$ cat src/rtl/reg_bank_write_port_pkg.sv
// Shared register-bank definitions: bank geometry, PC index and the index-to-one-hot helper.
package reg_bank_write_port_pkg;
  localparam int REG_COUNT       = 16;
  localparam int REG_IDX_W       = 4;
  localparam int PC_IDX          = 15;
  localparam int WORD_W          = 32;
  localparam int PC_STEP_DEFAULT = 4;

  function automatic logic [REG_COUNT-1:0] onehot_idx(input logic en, input logic [REG_IDX_W-1:0] sel);
    onehot_idx = '0;
    if (en) onehot_idx[sel] = 1'b1;
  endfunction
endpackage

$ cat src/rtl/reg_bank_write_port_decoder_4x16.sv
// 4-to-16 one-hot decoder gated by an enable; purely combinational, no backpressure.
module decoder_4x16
  import reg_bank_write_port_pkg::*;
(
  input  logic                 en,
  input  logic [REG_IDX_W-1:0] sel,
  output logic [REG_COUNT-1:0] dec
);

  always_comb begin
    dec = onehot_idx(en, sel);
  end

endmodule

$ cat src/rtl/reg_bank_write_port.sv
// Write side of the 16 x DATA_W bank with R15 auto-increment; writes land one edge after request, never stalled.
// REG_BANK_DUAL_WRITE_EN adds write port B (base-register writeback), port A wins collisions.
module reg_bank_write_port
  import reg_bank_write_port_pkg::*;
#(
  parameter int                DATA_W   = WORD_W,
  parameter logic [DATA_W-1:0] PC_RESET = '0,
  parameter int                PC_STEP  = PC_STEP_DEFAULT
) (
  input  logic                        clk,
  input  logic                        rst_n,
  input  logic                        wr_en,
  input  logic [REG_IDX_W-1:0]        wr_sel,
  input  logic [DATA_W-1:0]           wr_data,
  input  logic                        pc_inc,
`ifdef REG_BANK_DUAL_WRITE_EN
  input  logic                        wb_en,
  input  logic [REG_IDX_W-1:0]        wb_sel,
  input  logic [DATA_W-1:0]           wb_data,
`endif
  output logic [REG_COUNT-1:0]        dec_en,
  output logic [REG_COUNT*DATA_W-1:0] regs_q,
  output logic [DATA_W-1:0]           pc_q,
  output logic                        wr_ack
);

  logic [DATA_W-1:0]    bank_q [REG_COUNT];
  logic [DATA_W-1:0]    bank_d [REG_COUNT];
  logic [REG_COUNT-1:0] dec_b;
  logic [DATA_W-1:0]    wb_data_w;
  logic                 ack_q;

  decoder_4x16 u_dec_a (
    .en  (wr_en),
    .sel (wr_sel),
    .dec (dec_en)
  );

`ifdef REG_BANK_DUAL_WRITE_EN
  decoder_4x16 u_dec_b (
    .en  (wb_en),
    .sel (wb_sel),
    .dec (dec_b)
  );
  assign wb_data_w = wb_data;
`else
  assign dec_b     = '0;
  assign wb_data_w = '0;
`endif

  // Per-register priority: port A, then port B, then (R15 only) the PC increment.
  always_comb begin
    for (int n = 0; n < REG_COUNT; n++) begin
      bank_d[n] = bank_q[n];
      if (dec_en[n]) begin
        bank_d[n] = wr_data;
      end else if (dec_b[n]) begin
        bank_d[n] = wb_data_w;
      end else if ((n == PC_IDX) && pc_inc) begin
        bank_d[n] = bank_q[n] + DATA_W'(PC_STEP);
      end
    end
  end

  always_ff @(posedge clk or negedge rst_n) begin
    if (!rst_n) begin
      for (int n = 0; n < REG_COUNT; n++) begin
        bank_q[n] <= (n == PC_IDX) ? PC_RESET : '0;
      end
      ack_q <= 1'b0;
    end else begin
      bank_q <= bank_d;
      ack_q  <= wr_en;
    end
  end

  always_comb begin
    for (int n = 0; n < REG_COUNT; n++) begin
      regs_q[n*DATA_W +: DATA_W] = bank_q[n];
    end
  end

  assign pc_q   = bank_q[PC_IDX];
  assign wr_ack = ack_q;

  a_wr_sel_known: assert property (@(posedge clk) disable iff (!rst_n) wr_en |-> !$isunknown(wr_sel));

endmodule
$ cat config.mk
export PLATFORM = sky130hd
export DESIGN_NAME = reg_bank_write_port
export DESIGN_NICKNAME = d
export VERILOG_FILES = /design/src/rtl/reg_bank_write_port_pkg.sv /design/src/rtl/reg_bank_write_port_decoder_4x16.sv /design/src/rtl/reg_bank_write_port.sv
export SDC_FILE = /design/constraint.sdc
export NUM_CORES = 1
export LEC_CHECK = 0
export ABC_AREA = 1
export CAP_MARGIN = 15
export CORE_AREA = 2 2 232 234
export CTS_CLUSTER_SIZE = 10
export DETAILED_ROUTE_END_ITERATION = 16
export DIE_AREA = 0 0 234 236
export PLACE_DENSITY = 0.66
export SLEW_MARGIN = 20
export SYNTH_ARGS = -nofsm -noshare
export SYNTH_HDL_FRONTEND = slang
export SYNTH_SLANG_ARGS = --single-unit
$ cat constraint.sdc
create_clock -name clk -period 3.1 [get_ports clk]
set_input_delay 0.62 -clock clk [delete_from_list [all_inputs] [get_ports clk]]
set_output_delay 0.62 -clock clk [all_outputs]
set_load 0.02 [all_outputs]
==> impl_results.md <==
* Hold_ws at 0.04876 ns
* Post-Synth XOR/XNOR Area at 0.4457%
* Crit-path slowest cell: clkdlybuf4s50_1
* # hold bufs at CTS at 0
* Final Hold Viols at 0
* Post-route setup TNS at 0 ns
* Port Buffers at 600
* Root buffer cell: clkbuf_16
* Drt pass-1 iters at 7
* Pwr per Cell Area at 805.4 nW/um^2
* Synth Area in Simple Gates at 14.47%
* Share of the synthesized area in the top cell type at 65.33%
* WS Path Type: primary input to output port
* CP Data Arrival Time at 2.41 ns
* RSZ-0062 raised after global routing: no
* Compound-gate portion of the synthesized area at 13.33%
* Synth area leaders: dfrtp_1, nand2_1, o21ai_0, nor2_1, a21oi_1
* Synth area leader: dfrtp_1
* Hold Crit Class: primary input to asynchronous set/reset pin
* Synth cell types at 25
* Adder-cell share of the synthesized area at 0.06367%
* Nets@finish at 2624
* Layout Skew at 0.006402 ns
* Minimum setup slack among reg-to-reg paths at 1.24 ns
* CTS tree: built
* Crit-path cells: clkdlybuf4s50_1, buf_4, nand3_2, nor2_4, buf_12, clkdlybuf4s50_1
* Leak at 0.01259 uW
* Boundary Pins at 601
* DRC viols at 0
* Die X at 234 um
* Post-CTS Resized at 0
* Top cell by count, worst path: clkdlybuf4s50_1
* Routed wire per std cell at 21.05 um
* Post-DP HPWL at 47.90 mm
* Maximum clock rate at 0.3305 GHz
* Initial drt markers at 1448
* R2R Path Start: pc_q[2]
* Max VDD drop at 0.4969 mV
* Crit start category: primary input
* Synth warnings at 0
* Post-Syn Nets at 2079
* Initial antenna violation count at 2
* Cells after Synth at 2038
* Mux share of post-synthesis cell area at 0%
* Clk Latency, worst-skew pair at 0.60 ns
* Die height at 236 um
* Initial core utilization at 37.03%
* Final max-slew violation count at 0
* Final min period at 3.026 ns
* All-Layer GR Usage at 24.84%
* Tcrit/Tclk final at 97.62%
* Avg Inst Size Synth at 9.642 um^2
* Largest net degree at the start of global routing at 73
* Commonest non-fill, non-tap cell in the layout: clkdlybuf4s50_1
* Area growth, synth to finish at 42.12%
* Clock-pin slew on the worst setup and hold paths at 0.06 ns
* Max-cap violations at 0
* Synth Cell Area at 19650 um^2
* Vias in the first global route at 16064
* Main combinational cell family by area after synthesis: simple AND/OR/NAND/NOR gates
* Core area at 53070 um^2
* R2R Path End: pc_q[26]
* Placer Congestion at 0.8743
* Slew HR at 41.72%
* Critical Path Fanout Max at 8
* Setup Buffers After CTS at 0
* Slowest cell delay on critical path at 0.62 ns
* Seq/Total Area, Yosys at 65.33%
* Placement Rows at 85
* Share of cells above drive strength 1 at 5.742%
* Routed WL at 69.34 mm
* TritonCTS Buffers at 59
* Status: completed
* Worst Path Required at 2.48 ns
* First-pass GRT wire length at 102.5 mm
* H-tree levels at 2
* Core Util, Final at 52.63%
* Die area at 55220 um^2
* CTS Sinks at 513
* Most frequent cells in the layout: clkdlybuf4s50_1, nand2_1, dfrtp_1
* Synth Register Bits at 513
* Slew @ Worst Pin at 0.8733 ns
* Worst r2r path cells at 9
* Final Setup Violations at 0
* Remaining Overflow, GRT at 0
* Endpoint type of the worst setup path: output port
* Clock Tree Buf Depth at 3
* Post-DR vias/cell at 5.021
* DR vias at 16539
* Detail Route Antenna Nets at 0
cell families (layout without fill, tap and decap cells):
kind of cell | count (synthesis) | in the layout
AOI/OAI and AO/OA | 518 | 518
xor gates and xnor gates | 10 | 10
adders and majority gates | 1 | 1
buffers and inverters | 266 | 823
DFF | 513 | 513
other | 0 | 3
and+or+nand+nor | 730 | 730
stage by stage:
stage	cells	setup slack, ns	total power, uW	area [um^2]
global route	3291	0.008410	23540	27920
CTS	3291	0.06290	22630	27920
finish	3294	0.07388	22490	27930
floorplan	2038	1.109	12350	19650
global placement	3218	0.06253	16270	26300
detailed placement	3218	0.05446	16400	26300
flip-flops by register name (all words and copies together) (netlist names):
name    cells
regs_q    480
pc_q       32
wr_ack      1
synthesized netlist by cell type, drive strengths merged:
library cell and instances:
ha 1, clkbuf 70, nor3 2, and2 3, xor2 10, nand3b 3
a21oi 67, buf 97, o221ai 1, dfrtp 513, o21bai 6, o211ai 3
inv 99, nand3 23, o21ai 441, nand2 574, nor2 125
how the worst max path moves through the flow:
stage / from / end / cells past startpoint
2_1_floorplan: wr_sel[0] / dec_en[5] / 6
3_3_place_gp: wr_en / dec_en[7] / 7
3_5_place_dp: wr_en / dec_en[15] / 6
4_1_cts: wr_sel[2] / dec_en[7] / 6
5_1_grt: wr_en / dec_en[15] / 6
6_report: wr_en / dec_en[15] / 6
layout make-up:
cell class,instances,area (um^2)
inverter,99,371.6
multi-input combinational,1259,5587
clock inverter,6,102.6
sequential,513,12840
tap,696,870.8
timing repair buffer,651,6636
fill,4625,25140
antenna,3,7.507
clock buffer,67,1516
power breakdown:
group          internal [uW]  leakage, uW  total (uW)  switching [uW]
clock network           3570     0.000794        6190            2630
logic                   3250      0.00536        7200            3960
registers               8110      0.00644        9100             981
layer usage:
layer,up-vias,track usage (%),share of wire [%]
met4,0,8.976,3.9
met2,685,39.37,47
li1,7567,-,-
met5,-,0,0
met1,8135,31.94,40
met3,152,7.846,8.9
critical path: cells and delay by family:
family,cells,cell delay [ns]
buf+inv,4,1.47
simple gates,2,0.30
Note: power is estimated with default switching activity, not from simulation.
